<file path="config.mk">
export PLATFORM = sky130hd
export DESIGN_NAME = bus_initiator
export DESIGN_NICKNAME = d
export VERILOG_FILES = /design/src/rtl/bus_pkg.sv /design/src/rtl/bus_timeout_ctr.sv /design/src/rtl/bus_initiator.sv
export SDC_FILE = /design/constraint.sdc
export NUM_CORES = 1
export LEC_CHECK = 0
export CORE_MARGIN = 10
export CORE_UTILIZATION = 40
export CTS_BUF_LIST = sky130_fd_sc_hd__clkbuf_4
export DETAILED_ROUTE_END_ITERATION = 8
export PLACE_DENSITY = 0.79
export SKIP_LAST_GASP = 1
export SYNTH_ARGS = -nofsm -noshare
export SYNTH_HDL_FRONTEND = slang
export SYNTH_SLANG_ARGS = --single-unit
</file>
<file path="constraint.sdc">
create_clock -name clk -period 1.61 [get_ports clk]
set_input_delay 0.2415 -clock clk [delete_from_list [all_inputs] [get_ports clk]]
set_output_delay 0.2415 -clock clk [all_outputs]
set_load 0.1 [all_outputs]
</file>
<file path="src/rtl/bus_pkg.sv">
// Shared types and widths for the serial-bus transaction interface.
package bus_pkg;

  localparam int unsigned BUS_ADDR_W = 16;
  localparam int unsigned BUS_DATA_W = 8;

  typedef enum logic [2:0] {
    StIdle,
    StAddr,
    StWdata,
    StWaitAck,
    StResp
  } bus_init_state_e;

  typedef struct packed {
    logic                  rw;
    logic [BUS_ADDR_W-1:0] addr;
    logic [BUS_DATA_W-1:0] wdata;
  } bus_req_t;

endpackage

</file>
<file path="src/rtl/bus_timeout_ctr.sv">
// Saturating cycle counter that flags the last allowed cycle of a bus transaction.
// TimeoutCycles = 0 removes the counter and never expires.
module bus_timeout_ctr #(
  parameter int unsigned TimeoutCycles = 16
) (
  input  logic clk,
  input  logic rst_n,
  input  logic clear,
  input  logic enable,
  output logic expired
);

  if (TimeoutCycles > 0) begin : g_timer
    localparam int unsigned CntW = $clog2(TimeoutCycles + 1);
    localparam logic [CntW-1:0] CntLast = CntW'(TimeoutCycles - 1);

    logic [CntW-1:0] cnt_q, cnt_d;

    // Count active cycles; hold at the last value so a late state change cannot wrap it.
    always_comb begin
      cnt_d = cnt_q;
      if (clear) begin
        cnt_d = '0;
      end else if (enable && (cnt_q != CntLast)) begin
        cnt_d = cnt_q + 1'b1;
      end
    end

    // Counter register with synchronous reset.
    always_ff @(posedge clk) begin
      if (!rst_n) begin
        cnt_q <= '0;
      end else begin
        cnt_q <= cnt_d;
      end
    end

    assign expired = enable && (cnt_q == CntLast);
  end else begin : g_no_timer
    assign expired = 1'b0;
  end

endmodule

</file>
<file path="src/rtl/bus_initiator.sv">
// Initiator end of the 16-bit address / 8-bit data bus. One client request at a time is
// captured, presented to the target, and completed by the target ack or by a timeout.
module bus_initiator
  import bus_pkg::*;
#(
  parameter int unsigned SPLIT_WRITE    = 0,
  parameter int unsigned TIMEOUT_CYCLES = 16
) (
  input  logic                  clk,
  input  logic                  rst_n,
  input  logic                  req_valid,
  output logic                  req_ready,
  input  logic                  req_rw,
  input  logic [BUS_ADDR_W-1:0] req_addr,
  input  logic [BUS_DATA_W-1:0] req_wdata,
  output logic                  rsp_valid,
  output logic [BUS_DATA_W-1:0] rsp_rdata,
  output logic                  rsp_err,
  output logic [BUS_ADDR_W-1:0] init_addr_out,
  output logic                  init_addr_out_valid,
  output logic [BUS_DATA_W-1:0] init_data_out,
  output logic                  init_data_out_valid,
  output logic                  init_rw,
  input  logic [BUS_DATA_W-1:0] init_data_in,
  input  logic                  init_data_in_valid,
  input  logic                  init_ack,
  input  logic                  init_ready
);

  localparam logic SplitEn = (SPLIT_WRITE != 0);

  bus_init_state_e       state_q, state_d;
  bus_req_t              req_q, req_d;
  logic [BUS_DATA_W-1:0] rdata_q, rdata_d;
  logic                  err_q, err_d;
  logic                  active;
  logic                  tmr_clear;
  logic                  tmr_expired;

  assign active    = (state_q == StAddr) || (state_q == StWdata) || (state_q == StWaitAck);
  // Holding the timer clear while idle means it starts from zero on the first ADDR cycle.
  assign tmr_clear = (state_q == StIdle);

  bus_timeout_ctr #(
    .TimeoutCycles(TIMEOUT_CYCLES)
  ) u_timeout_ctr (
    .clk    (clk),
    .rst_n  (rst_n),
    .clear  (tmr_clear),
    .enable (active),
    .expired(tmr_expired)
  );

  // Next-state, request capture and response update.
  always_comb begin
    state_d = state_q;
    req_d   = req_q;
    rdata_d = rdata_q;
    err_d   = err_q;
    unique case (state_q)
      StIdle: begin
        if (req_valid) begin
          req_d.rw    = req_rw;
          req_d.addr  = req_addr;
          req_d.wdata = req_wdata;
          state_d     = StAddr;
        end
      end
      StAddr: begin
        if (tmr_expired) begin
          state_d = StResp;
          rdata_d = '0;
          err_d   = 1'b1;
        end else if (init_ready) begin
          state_d = (req_q.rw && SplitEn) ? StWdata : StWaitAck;
        end
      end
      StWdata: begin
        if (tmr_expired) begin
          state_d = StResp;
          rdata_d = '0;
          err_d   = 1'b1;
        end else begin
          state_d = StWaitAck;
        end
      end
      StWaitAck: begin
        // An ack on the final allowed cycle still counts as a normal completion.
        if (init_ack) begin
          state_d = StResp;
          if (req_q.rw) begin
            rdata_d = '0;
            err_d   = 1'b0;
          end else if (init_data_in_valid) begin
            rdata_d = init_data_in;
            err_d   = 1'b0;
          end else begin
            rdata_d = '0;
            err_d   = 1'b1;
          end
        end else if (tmr_expired) begin
          state_d = StResp;
          rdata_d = '0;
          err_d   = 1'b1;
        end
      end
      StResp: begin
        state_d = StIdle;
      end
      default: begin
        state_d = StIdle;
      end
    endcase
  end

  // State, captured request and response registers; reset aborts silently.
  always_ff @(posedge clk) begin
    if (!rst_n) begin
      state_q <= StIdle;
      req_q   <= '0;
      rdata_q <= '0;
      err_q   <= 1'b0;
    end else begin
      state_q <= state_d;
      req_q   <= req_d;
      rdata_q <= rdata_d;
      err_q   <= err_d;
    end
  end

  assign req_ready = (state_q == StIdle);
  assign rsp_valid = (state_q == StResp);
  assign rsp_rdata = rdata_q;
  assign rsp_err   = err_q;

  assign init_addr_out       = active ? req_q.addr : '0;
  assign init_rw             = active && req_q.rw;
  assign init_data_out       = (active && req_q.rw) ? req_q.wdata : '0;
  assign init_addr_out_valid = (state_q == StAddr) && init_ready;
  assign init_data_out_valid = ((state_q == StAddr) && init_ready && req_q.rw && !SplitEn) ||
                               (state_q == StWdata);

endmodule

</file>
Word-level counts from Yosys, hierarchy flattened
Index checks and enable logic that the tools add are counted.
Widths: inputs -> output; s select.

word-level totals
  flip-flop bits (word level) = 42
  logic and storage cells = 51
  output and inout port bits = 38
  input port bits = 39

operators by class
  reductions and logical operators = 14
  $add $sub $neg = 1
  muxes and demuxes = 19
  bitwise gates (word level) = 1
  eq/ne operators = 9

operators with widths
  cell                 number
  $mux 8               5
  $mux 3               6
  $mux 16              1
  $pmux 8 s2           1
  $pmux 3 s4           1
  $eq 3x2->1 const B   2
  $ne 3x3->1 const B   2
  $add 5x1->5 const B  1
  $eq 5x4->1 const B   1
  $logic_and 1x1->1    5
  $ne 5x4->1 const B   1
  $mux 1               4
  $reduce_or 2->1      2
  $eq 3x1->1 const B   1
  $eq 3x3->1 const B   1
  $logic_not 3->1      1
  $logic_or 1x1->1     3
  $reduce_and 3->1     1
  $ne 2x2->1 const B   1
  $pmux 1 s2           1
  $reduce_and 2->1     1
  $reduce_bool 2->1    1
  $not 1->1            1

Logic depth before layout (Yosys ltp)
Gate-level depths: netlist of the first run.

  depth in word-level cells = 7
  mapped depth = 6
  gate-level depth less buffers = 6

Hierarchy
A second synthesis of the first run with hierarchy kept.

second synthesis, totals
  cell total of the unflattened synthesis = 232
  area total of the unflattened synthesis = 1981.9 um2

by module, submodules not included
  module           area an instance (um2)  seq. area each (um2)  cells an instance  instances
  bus_initiator    1732.9                  740.7                 205                1
  bus_timeout_ctr  249.0                   100.1                 27                 1

Worst setup path before layout of the first run
OpenSTA, ideal clock, no wires.

  path type = register -> output
  from = register state_q[0]
  to = output port rsp_valid
  path buffers = 1
  cell stages (with the launch flop) = 3
  path slack = -1.336 ns
  data arrival time = 2.705 ns
  data required time = 1.368 ns
  path through = dfxtp_1 buf_4 nor3b_1

between the ends
  cells in the longest elaborated chain, start to end = 1

RTL lines
  item                      RTL line              text
  start: declaration        bus_initiator.sv:32   bus_init_state_e state_q, state_d;
  start signal: assignment  bus_initiator.sv:119  state_q <= StIdle;
  start signal: assignment  bus_initiator.sv:124  state_q <= state_d;
  $eq 3x3->1                bus_initiator.sv:132  assign rsp_valid = (state_q == StResp);
  end: declaration          bus_initiator.sv:16   output logic rsp_valid,

Every way passes these cells.

Final worst setup path of the first run
  from = register state_q[2]
  to = output port init_data_out[2]

between the ends
  cells in the longest elaborated chain, start to end = 5
  elaborated cells between the ends (all ways) = 7
  classes of those cells = eq/ne (3); mux (1); reduce/logical (3)

RTL lines
  item                                             RTL line              text
  $eq 3x1->1 / $eq 3x2->1 (equally long branches)  bus_initiator.sv:40   assign active = (state_q == StAddr) || (state_q == StWdata) || (state_q == StWaitAck);
  $logic_or 1x1->1                                 bus_initiator.sv:40
  $logic_or 1x1->1 (*)                             bus_initiator.sv:40
  $logic_and 1x1->1 (*)                            bus_initiator.sv:138  assign init_data_out = (active && req_q.rw) ? req_q.wdata : '0;
  $mux 8 (*)                                       bus_initiator.sv:138
  end: declaration                                 bus_initiator.sv:21   output logic [BUS_DATA_W-1:0] init_data_out,

Mark *: on every way between the ends. The rest lies on a longest branch, timed or not.

==> results.py, run 1 <==
metrics = {
    "run_status": {
        "outcome": "finished with violations",
        "violations": "negative setup slack",
    },
    "cts": {
        "clock_latency_ps": 360,
        "cts-hold-fix-buffers": 0,
        "root_buffer": "clkbuf_4",
        "numCtsBuffers": 5,
        "cts_tree": "done",
        "cts_max_path_buffers": 2,
        "htreeDepth": 2,
        "cts.sinks": 42,
        "clk_pin_slew_ps": 130,
    },
    "global_route": {
        "grt_use_total_pct": 14.68,
        "grt_max_degree": 51,
        "overflow": 0,
        "grt_pass1_vias": 1795,
        "antenna_found_initial": 0,
        "grt_pass1_wl_mm": 9.066,
    },
    "yosys": {
        "synth_cell_type_count": 36,
        "yosysTopAreaCell": "dfxtp_1",
        "syn-cell-area_sq_um": 1849,
        "synth.avg_cell_area_sq_um": 8.522,
        "synth_nets": 258,
        "syn_inst": 217,
        "ys_seq_area_share_pct": 45.47,
        "synthTopCellsByArea": "dfxtp_1 (45%), nand3_1 (7.3%), o21ai_0 (7.3%), and2_1 (6.1%), nand2_1 (5.7%)",
        "ys_warn_count": 0,
        "synth_top_area_share_pct": 45.47,
        "ys_seq_elements": 42,
    },
    "floorplanning": {
        "rows": 24,
        "die_width_microns": 88.00,
        "fp.dieArea_sq_um": 7743,
        "die_y_microns": 88.00,
        "core_sq_um": 4414,
        "start_util_pct": 41.89,
        "io_pins": 77,
    },
    "setup_path": {
        "cp-start-kind": "flip-flop",
        "required_ps": 1370,
        "crit_type": "reg2out",
        "reg2reg_to": "u_timeout_ctr.g_timer.cnt_q[0]",
        "arrival_ps": 1490,
        "r2r_slack_ps": 40,
        "reg2regPathDepth": 6,
        "worstSetupEndpointType": "output port",
        "crit_path_max_fanout": 9,
        "r2r-start": "u_timeout_ctr.g_timer.cnt_q[1]",
    },
    "place": {
        "port_buffers": 76,
        "dp_hpwl_mm": 4.157,
        "gp_congestion": 0.7335,
        "placed_area_sq_um": 3236,
        "dp_slack_ps": -59.13,
        "dp_cells": 345,
    },
    "route": {
        "firstDrtPassIters": 5,
        "wl_per_cell_microns": 16.36,
        "wl_mm": 5.889,
        "dr_total_vias": 1877,
        "viasPerCell": 5.214,
        "ant_nets": 0,
        "drc": 0,
        "drt_iter0_markers": 146,
    },
    "sta": {
        "max_freq_mhz": 578.2,
        "finalCritPeriodShare_pct": 107.4,
        "fin_ws_ps": -119.6,
        "timing.final.hold_violations": 0,
        "worst_pin_slew_ps": 349.2,
        "period_needed_ps": 1730,
        "maxSlewViolCount": 0,
        "finalSetupViolCount": 28,
        "skew_ps": 16.34,
        "rsz0062_at_grt": "true",
        "relSlewSlack_pct": 76.65,
    },
    "run": {
        "drv_cap": 0,
    },
    "cells_and_area": {
        "fin_util_pct": 78.49,
        "drive_above_1_share_pct": 39.94,
        "fin_cells": 360,
        "diodes": 0,
        "synthToLayoutAreaGrowth_pct": 87.35,
        "layout.nets": 348,
        "final_area_sq_um": 3465,
    },
    "min_path": {
        "hold_depth": 3,
        "hold_end": "rsp_rdata[3]",
        "min_from": "rst_n",
        "worstHoldPathType": "in2reg",
    },
    "power": {
        "ir_worst_vdd_mv": 0.3963,
        "total_power_w": 0.002493,
        "p_leak_nw": 1.332,
        "p_per_area_nw_per_um2": 719.6,
    },
}
[timing repair]
item,4_1_cts,5_1_grt
setup buffers,5,1
pin swaps,10,4
gates cloned,0,1
endpoints found under the setup margin,40,40
gates resized for setup,20,5
[stage by stage]
step,setup TNS [ps],hold slack (ps)
5_1_grt,-3856,387.6
3_3_place_gp,0,439.2
4_1_cts,-2350,393.5
2_1_floorplan,-436.1,371.9
6_report,-2565,384.8
3_5_place_dp,-453.0,445.2
[per-layer routing]
layer / GRT usage (%) / wire length, microns / vias to the layer above
li1: - / - / 941
met1: 17.80 / 2486 / 868
met2: 22.75 / 2792 / 60
met3: 6.964 / 524 / 8
met4: 3.913 / 85 / 0
met5: 0 / 0 / -
[final cells by class]
cell class                 count  area, sq um
inverter                       3        15.01
tap                           52        65.06
fill                         289        949.7
sequential                    42        852.1
clock buffer                   8        60.06
multi-input combinational    154         1087
timing repair buffer         101         1385
[cells by family (layout without fill, tap and decap cells)]
kind of cell | count (synthesis) | count (layout) | synth area share (%)
AND/OR/NAND/NOR | 99 | 99 | 29.70
AO/OA/AOI/OAI | 52 | 52 | 17.86
buffers and inverters | 21 | 112 | 5.006
adder cells (fa/ha/maj) | 2 | 2 | 1.353
multiplexers | 1 | 1 | 0.6089
flip-flops | 42 | 42 | 45.47
[cells in the final DEF (no fill, tap or decap), types with 2 or more instances in the layout]
cell and instances:
or3_1 2, clkbuf_4 8, buf_6 5, clkdlybuf4s50_1 37, a22o_1 8, nor2_1 2
dfxtp_4 2, a21oi_1 7, nand3_1 27, dfxtp_2 3, dfxtp_1 37, nand2_1 27
buf_4 17, o31ai_1 2, nor3_4 2, o21ai_0 27, and2_4 17, buf_12 40
and3_4 9, inv_1 2
[worst max-delay path, cell delays in order, from the launching register on]
cell and delay, ps:
dfxtp_2 350, o21ba_4 260, buf_12 130, and3_4 200, buf_12 170
[how the worst max path moves through the flow]
stage | startpoint | endpoint | slack (ps) | cells past startpoint
5_1_grt | state_q[2] | init_data_out[5] | -150 | 4
4_1_cts | state_q[1] | init_data_out[0] | -120 | 4
3_5_place_dp | u_timeout_ctr.g_timer.cnt_q[0] | rsp_rdata[0] | -60 | 6
6_report | state_q[2] | init_data_out[2] | -120 | 4
3_3_place_gp | init_ready | init_data_out_valid | 10 | 5
2_1_floorplan | state_q[2] | init_addr_out[10] | -40 | 4
[registers in the layout (all words and copies together), names as in the netlist]
register / flops
u_timeout_ctr.g_timer.cnt_q: 5
state_q: 3
rsp_rdata: 8
rsp_err: 1
req_q: 25
[synthesized netlist by cell type (all sizes together)]
library cell / count
nor3b: 1
ha: 2
clkbuf: 10
or4: 2
o21ai: 29
buf: 8
mux2: 1
nand2: 28
and2: 18
nand2b: 1
o211ai: 1
nand4b: 1
o21bai: 1
o31ai: 2
nor2: 3
or3: 3
a31o: 1
a21oi: 8
nor4b: 2
nand3: 28
nand3b: 1
dfxtp: 42
inv: 3
nor3: 2
o21ba: 1
and3: 9
o221a: 1
a22o: 8
[power breakdown]
part           switching, W  total (W)  internal [W]
combinational      0.000444   0.000804      0.000360
clock              0.000337   0.000562      0.000225
sequential        0.0000343    0.00113       0.00109
total              0.000816    0.00249       0.00168
Power figures use the tool's default switching activity.
==> inputs of run 2 (changes only) <==
--- a/config.mk
+++ b/config.mk
@@ -6,11 +6,12 @@
 export NUM_CORES = 1
 export LEC_CHECK = 0
 export CORE_MARGIN = 10
-export CORE_UTILIZATION = 40
+export CORE_UTILIZATION = 45
 export CTS_BUF_LIST = sky130_fd_sc_hd__clkbuf_4
 export DETAILED_ROUTE_END_ITERATION = 8
-export PLACE_DENSITY = 0.79
+export DONT_BUFFER_PORTS = 1
 export SKIP_LAST_GASP = 1
+export SLEW_MARGIN = 20
 export SYNTH_ARGS = -nofsm -noshare
 export SYNTH_HDL_FRONTEND = slang
 export SYNTH_SLANG_ARGS = --single-unit
==> run 2 against run 1 <==
  * The run still ends with negative setup slack left
  * Final cell count down 13%
  * Clock-buffer cell count down 2
  * Utilization down 11 points
  * Largest cell class is now multi-input gates
  * Worst hold slack worse by 380 ps
  * Maximum frequency down 1.2%
  * Critical endpoint is now init_data_out[0]
  * Global-route usage down 0.42 points
  * Largest power group unchanged
==> results.py, run 2 (same netlist as run 1, synthesis figures left out) <==
metrics = {
    "run_status": {
        "outcome": "finished with violations",
        "violations": "negative setup slack",
    },
    "power": {
        "p_leak_nw": 1.070,
        "total_power_w": 0.002281,
        "p_per_area_nw_per_um2": 839.4,
        "ir_worst_vdd_mv": 0.6125,
    },
    "cts": {
        "clock_latency_ps": 360,
        "root_buffer": "clkbuf_4",
        "cts_tree": "done",
        "numCtsBuffers": 5,
        "htreeDepth": 2,
        "cts.sinks": 42,
        "clk_pin_slew_ps": 140,
        "cts_max_path_buffers": 2,
    },
    "setup_path": {
        "r2r_slack_ps": 40,
        "cp.buffers_inverters": 2,
        "cpMostUsedCell": "buf_12",
        "critPathTopFamily": "flip-flops",
        "required_ps": 1370,
        "slowest_stage": "dfxtp_4",
        "crit_type": "reg2out",
        "cp_cell_sequence": "o21ba_4, buf_12, and3_2, buf_12",
        "arrival_ps": 1510,
        "worstSetupEndpointType": "output port",
        "critPathMaxStageDelay_ps": 380,
        "cp-start-kind": "flip-flop",
        "crit_path_max_fanout": 13,
    },
    "global_route": {
        "antenna_found_initial": 0,
        "use_met3_pct": 7.520,
        "grt_pass1_vias": 1688,
        "met1_usage_pct": 13.93,
        "gr-usage-met2_pct": 25.38,
        "grt_max_degree": 57,
        "grt_pass1_wl_mm": 8.556,
        "top_usage_layer": "met2",
        "overflow": 0,
        "grt_use_total_pct": 14.26,
    },
    "sta": {
        "finalSetupViolCount": 27,
        "timing.final.hold_violations": 0,
        "skew_ps": 24.95,
        "rsz0062_at_grt": "true",
        "worst_pin_slew_ps": 339.7,
        "finalCritPeriodShare_pct": 108.7,
        "fin_setup_tns_ps": -2703,
        "fin_ws_ps": -140.1,
        "maxSlewViolCount": 0,
        "max_freq_mhz": 571.4,
        "relSlewSlack_pct": 77.28,
        "period_needed_ps": 1750,
    },
    "floorplanning": {
        "start_util_pct": 46.23,
        "die_width_microns": 84.11,
        "die_y_microns": 84.11,
        "io_pins": 77,
        "fp.dieArea_sq_um": 7074,
        "rows": 23,
        "core_sq_um": 4000,
    },
    "run": {
        "drv_cap": 0,
    },
    "place": {
        "gp_congestion": 0.7792,
        "port_buffers": 0,
        "dp_cells": 278,
        "dp_slack_ps": -79.09,
        "placed_area_sq_um": 2342,
        "dp_hpwl_mm": 3.620,
    },
    "cells_and_area": {
        "layout.nets": 302,
        "largest_reg_flops": 25,
        "drive_above_1_share_pct": 40.46,
        "final_common_cell": "dfxtp_1",
        "regMostFlops": "req_q",
        "synthToLayoutAreaGrowth_pct": 46.96,
        "final_area_sq_um": 2718,
        "diodes": 0,
        "final_cell_mix": "dfxtp_1 (37), nand3_1 (27), nand2_1 (27), o21ai_0 (27), buf_4 (26)",
        "fin_cells": 312,
    },
    "route": {
        "ant_nets": 0,
        "wl_mm": 5.333,
        "drt_iter0_markers": 72,
        "firstDrtPassIters": 4,
        "drc": 0,
        "dr_total_vias": 1705,
        "wl_per_cell_microns": 17.09,
        "viasPerCell": 5.465,
    },
    "min_path": {
        "worstHoldPathType": "in2reg",
    },
}
[run 2: changes by cell type in the layout (fill, tap and decap cells not counted), moves of 2 or more]
cell	before	now
and3_2	0	4
buf_4	17	26
clkdlybuf4s50_1	37	0
buf_12	40	14
clkbuf_4	8	6
and3_4	9	5
dlygate4sd3_1	0	8
[run 2: metal layers]
layer  vias up  part of all wire, %
met3         7                   11
met4         0                  1.6
met1       784                   35
li1        849                    -
met5         -                    0
met2        65                   53
[run 2: cell type report]
class                           count  area [sq um]
Clock buffer                        6         45.04
Multi-Input combinational cell    154          1074
Fill cell                         320          1282
Inverter                            3         15.01
Timing Repair Buffer               55         654.4
Clock inverter                      2         12.51
Tap cell                           50         62.56
Sequential cell                    42         854.6
[run 2: worst paths after layout]
kind	end	cells after the start	from
max	init_data_out[0]	4	state_q[1]
min	req_q[18]	2	req_addr[10]
max reg2reg	u_timeout_ctr.g_timer.cnt_q[3]	5	u_timeout_ctr.g_timer.cnt_q[1]
min reg2reg	req_q[4]	2	req_q[4]
[run 2: worst reg2reg max path: cells and delay by family (launching register included)]
family / cells / cell delay, ps
adder cells (fa/ha/maj): 2 / 360
flip-flops: 1 / 350
AO/OA/AOI/OAI: 1 / 140
AND/OR/NAND/NOR: 2 / 690
[run 2: per-stage QoR]
step	hold slack (ps)	utilization [%]
after floorplan	371.9	-
after global placement	375.2	58.55
after detailed placement	379.2	58.55
after CTS	0.01207	65.09
after global routing	-0.6818	67.94
final	7.380	67.94
[run 2: power by group]
group	internal, W	switching, W
combinational	0.000222	0.000395
clock	0.000190	0.000352
sequential	0.00109	0.0000323
[run 2: repair_timing]
| item | 4_1_cts | 5_1_grt |
|---|---|---|
| endpoints found under the hold margin | 3 | 5 |
| gates resized for setup | 15 | 8 |
| cloned | 1 | 0 |
| endpoints found under the setup margin | 41 | 40 |
| buffers inserted | 13 | 4 |
| hold buffers | 3 | 5 |
| pin swaps | 16 | 3 |
==> inputs of run 3 (changes only) <==
--- a/config.mk
+++ b/config.mk
@@ -5,11 +5,14 @@
 export SDC_FILE = /design/constraint.sdc
 export NUM_CORES = 1
 export LEC_CHECK = 0
+export CAP_MARGIN = 10
 export CORE_MARGIN = 10
 export CORE_UTILIZATION = 45
 export CTS_BUF_LIST = sky130_fd_sc_hd__clkbuf_4
 export DETAILED_ROUTE_END_ITERATION = 8
 export DONT_BUFFER_PORTS = 1
+export GPL_TIMING_DRIVEN = 0
+export MAX_ROUTING_LAYER = met4
 export SKIP_LAST_GASP = 1
 export SLEW_MARGIN = 20
 export SYNTH_ARGS = -nofsm -noshare
==> run 3 against run 2 <==
  * The flow still finishes with violations (negative setup slack)
  * Utilization fell by 6.8 points
  * Global-route usage rose by 1.4 points
  * Maximum frequency fell by 11%
  * Via count fell by 0.53%
  * Highest routed layer unchanged
  * Routed wire length rose by 6.7%
  * Die area did not move
  * Final area fell by 9.9%
  * Final cell count fell by 4.5%
  * First-iteration DRC count rose by 25%
  * Register-to-register slack got worse by 70 ps
  * Flip-flop and latch count did not move
==> results.py, run 3 (same netlist as run 1, synthesis figures left out) <==
metrics = {
    "run_status": {
        "outcome": "finished with violations",
        "violations": "negative setup slack",
    },
    "cells_and_area": {
        "final_common_cell": "dfxtp_1",
        "fin_util_pct": 61.18,
        "largest_reg_flops": 25,
        "fin_cells": 298,
        "synthToLayoutAreaGrowth_pct": 32.34,
        "fill_cells": 348,
        "layout.nets": 289,
        "drive_above_1_share_pct": 40.73,
        "final_cell_mix": "dfxtp_1 (31), nand3_1 (27), nand2_1 (27), o21ai_0 (27), buf_4 (18)",
        "regMostFlops": "req_q",
        "diodes": 0,
    },
    "sta": {
        "fin_setup_tns_ps": -7333,
        "max_freq_mhz": 509.6,
        "worst_pin_slew_ps": 1045,
        "finalSetupViolCount": 30,
        "rsz0062_at_grt": "true",
        "relSlewSlack_pct": 30.27,
        "maxSlewViolCount": 0,
        "period_needed_ps": 1962,
        "finalCritPeriodShare_pct": 121.9,
        "fin_ws_ps": -352.4,
        "skew_ps": 11.04,
        "timing.final.hold_violations": 0,
    },
    "setup_path": {
        "cp_cell_sequence": "buf_6, buf_6, nor3_4",
        "crit_type": "reg2out",
        "crit_path_max_fanout": 6,
        "reg2regPathDepth": 6,
        "arrival_ps": 1720,
        "reg2reg_to": "u_timeout_ctr.g_timer.cnt_q[2]",
        "worstSetupEndpointType": "output port",
        "critPathTopFamily": "simple AND/OR/NAND/NOR gates",
        "cp.depth": 3,
        "cp-start-kind": "flip-flop",
        "slowest_stage": "nor3_4",
        "cp.buffers_inverters": 2,
        "endpoint": "init_addr_out_valid",
        "critPathMaxStageDelay_ps": 800,
        "cpMostUsedCell": "buf_6",
        "r2r-start": "u_timeout_ctr.g_timer.cnt_q[0]",
        "r2r_slack_ps": -30,
        "required_ps": 1370,
        "crit_start": "state_q[1]",
    },
    "floorplanning": {
        "start_util_pct": 46.23,
        "die_y_microns": 84.11,
        "fp.dieArea_sq_um": 7074,
        "rows": 23,
        "die_width_microns": 84.11,
        "io_pins": 77,
        "core_sq_um": 4000,
    },
    "place": {
        "port_buffers": 0,
        "dp_slack_ps": -290.2,
        "gp_congestion": 0.7147,
        "dp_cells": 267,
        "dp_hpwl_mm": 3.932,
    },
    "global_route": {
        "grt_max_degree": 13,
        "grt_use_total_pct": 15.64,
        "grt_pass1_vias": 1736,
        "antenna_found_initial": 0,
        "grt_pass1_wl_mm": 8.818,
        "overflow": 0,
    },
    "route": {
        "wl_mm": 5.688,
        "wl_per_cell_microns": 19.09,
        "drt_iter0_markers": 90,
        "viasPerCell": 5.691,
        "dr_total_vias": 1696,
        "firstDrtPassIters": 4,
        "ant_nets": 0,
        "drc": 0,
    },
    "power": {
        "p_sw_share_pct": 32.75,
        "p_per_area_nw_per_um2": 970.7,
        "cell_internal_pwr_w": 0.001598,
        "ir_worst_vdd_mv": 0.6136,
        "p_leak_nw": 0.9266,
        "power.switching_w": 0.0007781,
        "total_power_w": 0.002376,
        "p_clk_share_pct": 26.8,
        "pwr-share-seq_pct": 48.1,
        "p_comb_share_pct": 25.1,
    },
    "run": {
        "drv_cap": 0,
    },
    "cts": {
        "numCtsBuffers": 5,
        "cts_max_path_buffers": 2,
        "clock_latency_ps": 340,
        "clk_pin_slew_ps": 120,
        "cts.sinks": 42,
        "cts_tree": "done",
        "htreeDepth": 2,
        "root_buffer": "clkbuf_4",
    },
    "min_path": {
        "worstHoldPathType": "in2reg",
    },
}
[run 3: cell count changes in the layout (fill, tap and decap cells not counted), sizes merged]
cell / previous run / this run
buf: 47 / 32
clkbuf: 6 / 14
bufinv: 0 / 1
dlygate4sd3: 8 / 1
inv: 3 / 2
[run 3: per-stage QoR]
| stage | hold slack, ps | instance area, sq um |
|---|---|---|
| after global routing | 7.141 | 2447 |
| after global placement | 374.9 | 2036 |
| after CTS | 14.96 | 2347 |
| after detailed placement | 377.7 | 2036 |
| final | 19.50 | 2447 |
| after floorplan | 371.9 | 1973 |
[run 3: how the worst min path moves through the flow]
stage	slack, ps	cells past startpoint	startpoint	end
floorplan	370	2	req_wdata[0]	req_q[0]
global placement	370	2	req_addr[5]	req_q[13]
detailed placement	380	1	init_data_in[0]	rsp_rdata[0]
CTS	10	2	req_rw	req_q[24]
global route	7	2	req_addr[4]	req_q[12]
finish	20	2	req_rw	req_q[24]
[run 3: per-layer routing]
layer,track usage (%),share of wire [%]
met4,3.805,1.3
met5,-,0
met2,27.04,53
met1,16.48,38
met3,5.664,7.1
[run 3: timing repair]
action,CTS,global route
hold endpoints to repair,0,1
setup buffers,16,4
cloned,3,0
pin swaps,20,9
hold buffers,0,1
endpoints found under the setup margin,41,70
gates resized for setup,29,18
[run 3: layout make-up]
| cell class | count | area, sq um | area share [%] |
|---|---|---|---|
| plain buffers | 18 | 130.1 | 5.317 |
| clock buffers | 5 | 37.54 | 1.534 |
| clock inverters | 2 | 33.78 | 1.380 |
| inverters | 3 | 15.01 | 0.6135 |
| multi-input cells | 154 | 1110 | 45.35 |
| flip-flops and latches | 42 | 857.1 | 35.02 |
| well taps | 50 | 62.56 | 2.556 |
| repair buffers | 24 | 201.4 | 8.231 |
[run 3: power by group through the flow]
stage                     combinational, W  clock [W]  sequential, W
after floorplan                   0.000417          0        0.00116
after global placement            0.000465          0        0.00116
after detailed placement          0.000477          0        0.00116
after CTS                         0.000562   0.000653        0.00114
after global routing              0.000635   0.000709        0.00115
final                             0.000597   0.000636        0.00114
[run 3: worst register-to-register path, delay by kind of cell, from the launching register on]
kind,cells,cell delay [ps]
and+or+nand+nor,2,650
DFF,1,360
adders and majority gates,2,320
buffers and inverters,1,120
AOI/OAI and AO/OA,1,120
